===== config.mk =====
export PLATFORM = sky130hd
export DESIGN_NAME = lighthouse_pulse_decoder
export DESIGN_NICKNAME = d
export VERILOG_FILES = /design/src/rtl/lighthouse_pulse_decoder_pkg.sv /design/src/rtl/lighthouse_pulse_decoder_sensor_input_sync.sv /design/src/rtl/lighthouse_pulse_decoder.sv
export SDC_FILE = /design/constraint.sdc
export NUM_CORES = 1
export LEC_CHECK = 0
export BUFFER_PORTS_ARGS = -buffer_cell sky130_fd_sc_hd__buf_4
export CELL_PAD_IN_SITES_DETAIL_PLACEMENT = 1
export CELL_PAD_IN_SITES_GLOBAL_PLACEMENT = 1
export CORE_ASPECT_RATIO = 1.75
export CORE_MARGIN = 2
export CORE_UTILIZATION = 45
export DETAILED_ROUTE_END_ITERATION = 6
export PLACE_DENSITY = 0.8
export SYNTH_ARGS = -nofsm -noshare
export SYNTH_HDL_FRONTEND = slang
export SYNTH_HIERARCHICAL = 1
export SYNTH_SLANG_ARGS = --single-unit

===== constraint.sdc =====
create_clock -name clk -period 2.89 [get_ports clk]
set_input_delay 0.4335 -clock clk [delete_from_list [all_inputs] [get_ports clk]]
set_output_delay 0.4335 -clock clk [all_outputs]
set_load 0.1 [all_outputs]

===== src/rtl/lighthouse_pulse_decoder_pkg.sv =====
// Shared types and constants for the lighthouse pulse decoder: FSM states,
// pulse classes, counter widths and sync-code bit positions.
package lighthouse_pulse_decoder_pkg;

    localparam int T_WIDTH = 20;
    localparam int W_WIDTH = 16;

    localparam int CODE_SKIP_BIT = 2;
    localparam int CODE_DATA_BIT = 1;
    localparam int CODE_AXIS_BIT = 0;

    typedef enum logic [1:0] {
        WAIT_LOW,
        IDLE,
        HIGH,
        EMIT
    } state_t;

    typedef enum logic [1:0] {
        GLITCH,
        SWEEP,
        SYNC,
        REJECT
    } pulse_class_t;

endpackage


===== src/rtl/lighthouse_pulse_decoder_sensor_input_sync.sv =====
// Two-flop synchronizer for the photodiode envelope with polarity
// normalisation and matched-latency rise/fall strobes.
module sensor_input_sync #(
    parameter bit ACTIVE_HIGH = 1'b1
) (
    input  logic clk,
    input  logic reset_n,
    input  logic sensor_i,
    output logic level,
    output logic rise,
    output logic fall
);

    logic [1:0] sync_ff;
    logic       level_q;

    // Reset to the "light" level so a pulse already in progress at reset
    // release never looks like a fresh rising edge.
    always_ff @(posedge clk or negedge reset_n) begin
        if (!reset_n) begin
            sync_ff <= {2{ACTIVE_HIGH}};
            level_q <= 1'b1;
        end else begin
            sync_ff <= {sync_ff[0], sensor_i};
            level_q <= level;
        end
    end

    assign level = (sync_ff[1] == ACTIVE_HIGH);
    assign rise  = level & ~level_q;
    assign fall  = ~level & level_q;

endmodule


===== src/rtl/lighthouse_pulse_decoder.sv =====
// Per-sensor lighthouse pulse decoder: measures pulses, classifies sync/sweep
// and timestamps sweeps. Optional statistics counters: DARKROOM_PULSE_STATS_EN.
module lighthouse_pulse_decoder
    import lighthouse_pulse_decoder_pkg::*;
#(
    parameter bit          ACTIVE_HIGH = 1'b1,
    parameter int unsigned MIN_PULSE   = 25,
    parameter int unsigned SWEEP_MAX   = 2000,
    parameter int unsigned SYNC_MIN    = 2865,
    parameter int unsigned SYNC_STEP   = 521,
    parameter int unsigned PAIR_WINDOW = 30000
) (
    input  logic               clk,
    input  logic               reset_n,
    input  logic               sensor_i,
    output logic               sync_valid_o,
    output logic               sync_skip_o,
    output logic               sync_data_o,
    output logic               sync_axis_o,
    output logic               sync_station_o,
    output logic               sweep_valid_o,
    output logic               sweep_axis_o,
    output logic               sweep_station_o,
    output logic [T_WIDTH-1:0] sweep_time_o,
    output logic [W_WIDTH-1:0] sweep_width_o,
    output logic [15:0]        stat_sync_cnt_o,
    output logic [15:0]        stat_sweep_cnt_o,
    output logic [15:0]        stat_reject_cnt_o
);

    localparam logic [T_WIDTH-1:0] T_MAX = '1;
    localparam logic [W_WIDTH-1:0] W_MAX = '1;

    logic level, rise, fall;

    sensor_input_sync #(.ACTIVE_HIGH(ACTIVE_HIGH)) u_input (
        .clk      (clk),
        .reset_n  (reset_n),
        .sensor_i (sensor_i),
        .level    (level),
        .rise     (rise),
        .fall     (fall)
    );

    state_t             state;
    logic [W_WIDTH-1:0] width;
    logic [T_WIDTH-1:0] t_ref;
    logic [T_WIDTH-1:0] rise_t;
    logic [W_WIDTH-1:0] t_pair;
    logic [W_WIDTH-1:0] pair_at_rise;
    logic               sync_seen;
    logic               ref_axis;
    logic               ref_station;

    pulse_class_t pulse_class;
    logic [2:0]   code;
    logic         station;
    logic [31:0]  w_ext;

    assign w_ext = 32'(width);

    // Sync code is the highest threshold the width reaches; a compare chain
    // stands in for the division by SYNC_STEP.
    always_comb begin
        code = '0;
        for (int k = 1; k < 8; k++) begin
            if (w_ext >= SYNC_MIN + k * SYNC_STEP) code = 3'(k);
        end
        station = (32'(pair_at_rise) < PAIR_WINDOW);
        if (w_ext < MIN_PULSE)
            pulse_class = GLITCH;
        else if (w_ext <= SWEEP_MAX)
            pulse_class = (sync_seen && rise_t != T_MAX) ? SWEEP : REJECT;
        else if (w_ext >= SYNC_MIN && w_ext < SYNC_MIN + 8 * SYNC_STEP)
            pulse_class = SYNC;
        else
            pulse_class = REJECT;
    end

    always_ff @(posedge clk or negedge reset_n) begin
        if (!reset_n) begin
            state           <= WAIT_LOW;
            width           <= '0;
            t_ref           <= '0;
            rise_t          <= '0;
            t_pair          <= '0;
            pair_at_rise    <= '0;
            sync_seen       <= 1'b0;
            ref_axis        <= 1'b0;
            ref_station     <= 1'b0;
            sync_valid_o    <= 1'b0;
            sync_skip_o     <= 1'b0;
            sync_data_o     <= 1'b0;
            sync_axis_o     <= 1'b0;
            sync_station_o  <= 1'b0;
            sweep_valid_o   <= 1'b0;
            sweep_axis_o    <= 1'b0;
            sweep_station_o <= 1'b0;
            sweep_time_o    <= '0;
            sweep_width_o   <= '0;
        end else begin
            sync_valid_o  <= 1'b0;
            sweep_valid_o <= 1'b0;
            if (t_ref != T_MAX) t_ref <= t_ref + 1'b1;
            else                sync_seen <= 1'b0;
            if (t_pair != W_MAX) t_pair <= t_pair + 1'b1;

            case (state)
                WAIT_LOW: begin
                    if (!level) state <= IDLE;
                end
                IDLE, EMIT: begin
                    if (rise) begin
                        width        <= W_WIDTH'(1);
                        rise_t       <= t_ref;
                        pair_at_rise <= t_pair;
                        state        <= HIGH;
                    end else begin
                        state <= IDLE;
                    end
                end
                HIGH: begin
                    if (fall) begin
                        state <= EMIT;
                        case (pulse_class)
                            SWEEP: begin
                                sweep_valid_o   <= 1'b1;
                                sweep_axis_o    <= ref_axis;
                                sweep_station_o <= ref_station;
                                sweep_time_o    <= rise_t;
                                sweep_width_o   <= width;
                            end
                            SYNC: begin
                                sync_valid_o   <= 1'b1;
                                sync_skip_o    <= code[CODE_SKIP_BIT];
                                sync_data_o    <= code[CODE_DATA_BIT];
                                sync_axis_o    <= code[CODE_AXIS_BIT];
                                sync_station_o <= station;
                                // Counters restart as if cleared at this pulse's rise.
                                t_pair <= width + 1'b1;
                                if (!code[CODE_SKIP_BIT]) begin
                                    t_ref       <= T_WIDTH'(width) + 1'b1;
                                    ref_axis    <= code[CODE_AXIS_BIT];
                                    ref_station <= station;
                                    sync_seen   <= 1'b1;
                                end
                            end
                            default: ;
                        endcase
                    end else if (width != W_MAX) begin
                        width <= width + 1'b1;
                    end
                end
                default: state <= WAIT_LOW;
            endcase
        end
    end

`ifdef DARKROOM_PULSE_STATS_EN
    logic        classify;
    logic [15:0] sync_cnt, sweep_cnt, reject_cnt;

    assign classify = (state == HIGH) && fall;

    always_ff @(posedge clk or negedge reset_n) begin
        if (!reset_n) begin
            sync_cnt   <= '0;
            sweep_cnt  <= '0;
            reject_cnt <= '0;
        end else if (classify) begin
            case (pulse_class)
                SYNC:    sync_cnt   <= sync_cnt + 1'b1;
                SWEEP:   sweep_cnt  <= sweep_cnt + 1'b1;
                default: reject_cnt <= reject_cnt + 1'b1;
            endcase
        end
    end

    assign stat_sync_cnt_o   = sync_cnt;
    assign stat_sweep_cnt_o  = sweep_cnt;
    assign stat_reject_cnt_o = reject_cnt;
`else
    assign stat_sync_cnt_o   = '0;
    assign stat_sweep_cnt_o  = '0;
    assign stat_reject_cnt_o = '0;
`endif

endmodule


==> metrics.log <==
[metrics] Final WS setup: 308 ps
[metrics] root cell of the clock tree: sky130_fd_sc_hd__clkbuf_16
[metrics] relative contribution of the clock network to total power: 0.466
[metrics] maximum single-stage delay on the critical path: 500 ps
[metrics] net switching power: 1.47 mW
[metrics] number of inserted diodes: 0
[metrics] fraction of layout instances using a drive strength above 1: 0.268
[metrics] setup slack at placement: 333 ps
[metrics] dominant cell type by area after synthesis: sky130_fd_sc_hd__dfrtp_1
[metrics] result of the run: finished, final reports clean
[metrics] total standard cell area after synthesis: 7020 sq um
[metrics] cell mode on critical path: sky130_fd_sc_hd__inv_1
[metrics] highest fanout seen on the critical path: 11
[metrics] top routing layer in use: met4
[metrics] number of I/O port buffers: 46
[metrics] H-tree Lvls: 4
[metrics] Routed WL per cell: 20.5 um
[metrics] count of endpoints failing setup in the final report: 0
[metrics] delay-heaviest family, CP: flip-flops
[metrics] most common cell after layout, fill and taps aside: sky130_fd_sc_hd__dfrtp_1
[metrics] total setup buffers inserted after CTS: 0
[metrics] Max stage delay cell, worst path: sky130_fd_sc_hd__dfrtp_1
[metrics] Placement Rows: 60
[metrics] final hold violation count: 0
[metrics] total negative slack: 0 ps
[metrics] worst ir drop on vdd: 0.299 mV
[metrics] hold-fix buffer count after cts: 1
[metrics] Starting Density: 0.458
[metrics] count of pins on the block boundary: 95
[metrics] Post-DRT Antenna Nets: 0
[metrics] detailed route wirelength on metal3: 595 um
[metrics] number of global-route vias before repair: 5454
[metrics] r2r worst-path depth: 8
[metrics] Main synth FF type: sky130_fd_sc_hd__dfrtp_1
[metrics] Synth warnings: 6
[metrics] setup skew after layout: 8.36 ps
[metrics] WL met1: 6220 um
[metrics] largest cells by area after synthesis: sky130_fd_sc_hd__dfrtp_1, sky130_fd_sc_hd__mux2_2, sky130_fd_sc_hd__buf_4, sky130_fd_sc_hd__mux2i_1, sky130_fd_sc_hd__xnor2_1
[metrics] number of stages on the worst setup path: 8
[metrics] leading cell types in the layout, fill and taps excluded: sky130_fd_sc_hd__dfrtp_1, sky130_fd_sc_hd__mux2_2, sky130_fd_sc_hd__buf_4
[metrics] combinational fraction of design power: 0.113
[metrics] routed length on met2: 10500 um
[metrics] first-pass GRT wire length: 29500 um
[metrics] clock-pin slew reported for the worst setup and hold paths after clock tree synthesis: 70 ps
[metrics] number of nets in the layout: 691
[metrics] number of remaining DRC errors: 0
[metrics] hold path cells: 1
[metrics] Routability Congestion: 0.844
[metrics] EDFF count, synth: 0
[metrics] gr ovfl total: 0
[metrics] number of clock sinks seen by CTS: 136
[metrics] Hold Slack: 108 ps
[metrics] pin count of the biggest net entering global routing: 75
[metrics] count of fill cells added during filler insertion: 1665
[metrics] area share of the largest cell type after synthesis: 0.474
[metrics] Internal: 3.27 mW
[metrics] Die Width: 98.4 um
[metrics] critical path arrival: 2920 ps
[metrics] fraction of the yosys area taken by sequential cells: 0.485
[metrics] unrepaired setup endpoints after global routing: no
[metrics] Power Density: 595 nW/um^2
[metrics] insertion delay of the later-clocked pin in the worst-skew pair: 430 ps
[metrics] cells along the critical path: inv_1 > ha_1 > nor2b_1 > a211o_1 > a31oi_1 > and3b_1 > inv_1 > mux2i_1
[metrics] sequential power share: 0.422
[metrics] drt first-iter violations: 162
[metrics] tightest slew margin relative to the limit: 0.499
[metrics] fin crit period: 2580 ps
[metrics] area taken by flip-flops and latches: 3410 sq um
[metrics] number of max-capacitance violations reported: 0
[metrics] Routed WL: 18100 um
[metrics] crit path launch type: flop
[metrics] achievable clock frequency: 387 MHz
[metrics] Area growth syn-to-layout: 13.5%
[metrics] final max-slew violation count: 0
[metrics] count of unique library cells instantiated by Yosys: 64
[metrics] CTS resizes: 0
[metrics] Leakage: 3.82 nW
[metrics] post-route design area: 7970 sq um
[metrics] total track usage: 0.228
[metrics] CTS tree: built
[metrics] Area after DPL: 7350 sq um
[metrics] Num CTS Buffers: 17
[metrics] Max clock buf depth: 2
[metrics] Die Y: 169 um
[metrics] die area: 16600 sq um
[metrics] Post-Syn Instances: 634
[metrics] final core utilization: 0.520
[metrics] Post-Syn Area per Cell: 11.1 sq um
[metrics] post-detail-place hpwl: 13300 um
[metrics] pin slew with the least headroom to its limit: 744 ps
[metrics] fraction of the cycle the final worst path needs: 0.893
[metrics] Worst EP required: 3230 ps
[metrics] sum of buffers and inverters on the critical path: 2
[metrics] number of synthesized register bits: 136
[metrics] Hold WC Path Type: input port to flop
[metrics] Critical Path End Type: flop
[metrics] antenna violations before repair: 0
[metrics] routed vias: 4946
[metrics] Vias per Instance: 5.62
[metrics] combined area of the multi-input logic cells: 3180 sq um
[metrics] switching portion of total power: 0.310
[metrics] Setup Crit Path Kind: flop to flop
[metrics] core footprint: 15300 sq um
[metrics] share of flip-flops with an asynchronous set or reset: 1.00
[metrics] first drt pass iteration count: 5
path summary, 6_finish.rpt:
kind | startpoint | end | slack [ps]
worst max-delay path | width[0] | t_pair[8] | 310
worst min register to register | u_input/sync_ff[0] | u_input/sync_ff[1] | 360
worst min-delay path | sensor_i | u_input/sync_ff[0] | 110
worst max register to register | width[0] | t_pair[8] | 310
min in group asynchronous | reset_n | sweep_time_o[6] | 470
max in group asynchronous | reset_n | u_input/sync_ff[1] | 1650
per-stage QoR:
step                power [mW]  instances
floorplan                 2.50        681
global placement          2.55        847
detailed placement        2.57        847
CTS                       4.78        880
global route              4.89        880
finish                    4.74        880
synthesized netlist by cell type, types with 3 or more instances:
cell type / n
sky130_fd_sc_hd__xor2_1: 17
sky130_fd_sc_hd__a31oi_1: 8
sky130_fd_sc_hd__ha_1: 7
sky130_fd_sc_hd__or3_1: 5
sky130_fd_sc_hd__nor2b_1: 4
sky130_fd_sc_hd__nand2b_1: 4
sky130_fd_sc_hd__nor3_1: 11
sky130_fd_sc_hd__dfstp_2: 3
sky130_fd_sc_hd__buf_6: 6
sky130_fd_sc_hd__o31ai_1: 5
sky130_fd_sc_hd__nand4_1: 18
sky130_fd_sc_hd__buf_2: 9
sky130_fd_sc_hd__o211ai_1: 4
sky130_fd_sc_hd__dfrtp_1: 133
sky130_fd_sc_hd__nor2_1: 38
sky130_fd_sc_hd__and4_1: 3
sky130_fd_sc_hd__nor4_1: 5
sky130_fd_sc_hd__inv_1: 11
sky130_fd_sc_hd__o21ai_0: 26
sky130_fd_sc_hd__and2b_2: 3
sky130_fd_sc_hd__nand3_1: 29
sky130_fd_sc_hd__mux2_2: 61
sky130_fd_sc_hd__nor3b_1: 5
sky130_fd_sc_hd__mux2i_1: 19
sky130_fd_sc_hd__and3_1: 3
sky130_fd_sc_hd__a21oi_1: 18
sky130_fd_sc_hd__a41oi_1: 3
sky130_fd_sc_hd__xnor2_1: 19
sky130_fd_sc_hd__clkbuf_1: 11
sky130_fd_sc_hd__nand2_1: 36
sky130_fd_sc_hd__and2_1: 7
sky130_fd_sc_hd__buf_4: 54
sky130_fd_sc_hd__a21o_1: 5
sky130_fd_sc_hd__mux2_4: 6
power by group through the flow:
stage / clock network (mW) / logic, mW / registers, mW
after CTS: 2.25 / 0.539 / 2.00
after floorplan: 0 / 0.488 / 2.01
after detailed placement: 0 / 0.537 / 2.03
final: 2.21 / 0.534 / 2.00
after global routing: 2.32 / 0.571 / 2.01
after global placement: 0 / 0.522 / 2.03
final cells by class:
type,count,share of cell area
flip-flops and latches,136,0.428
multi-input cells,451,0.399
repair buffers,64,0.0626
clock buffers,17,0.0534
well taps,186,0.0292
clock inverters,15,0.0234
inverters,11,0.00518
registers in the layout, indices dropped and copies added, names as in the netlist, 2 cells and up, named ones only:
name / flops
sweep_time_o: 20
pair_at_rise: 12
sweep_width_o: 16
width: 16
u_input/sync_ff: 2
t_pair: 16
t_ref: 20
rise_t: 20
metal layers:
metal | up-vias | track usage
met5 | - | 0
met2 | 137 | 0.451
li1 | 2249 | -
met1 | 2521 | 0.221
met3 | 39 | 0.0371
met4 | 0 | 0.116
cells by family (layout without fill, tap and decap cells):
group                      count (synthesis)  after routing  share of synthesized area
AOI/OAI and AO/OA                         89             89                     0.0831
xor gates and xnor gates                  36             36                     0.0449
adders and majority gates                  7              7                     0.0125
buffers and inverters                     94            107                     0.0902
DFF                                      136            136                      0.485
muxes                                     86             86                      0.138
other                                      1             48                   0.000534
and+or+nand+nor                          185            185                      0.145
No activity file was read; power rests on OpenSTA's default activity.
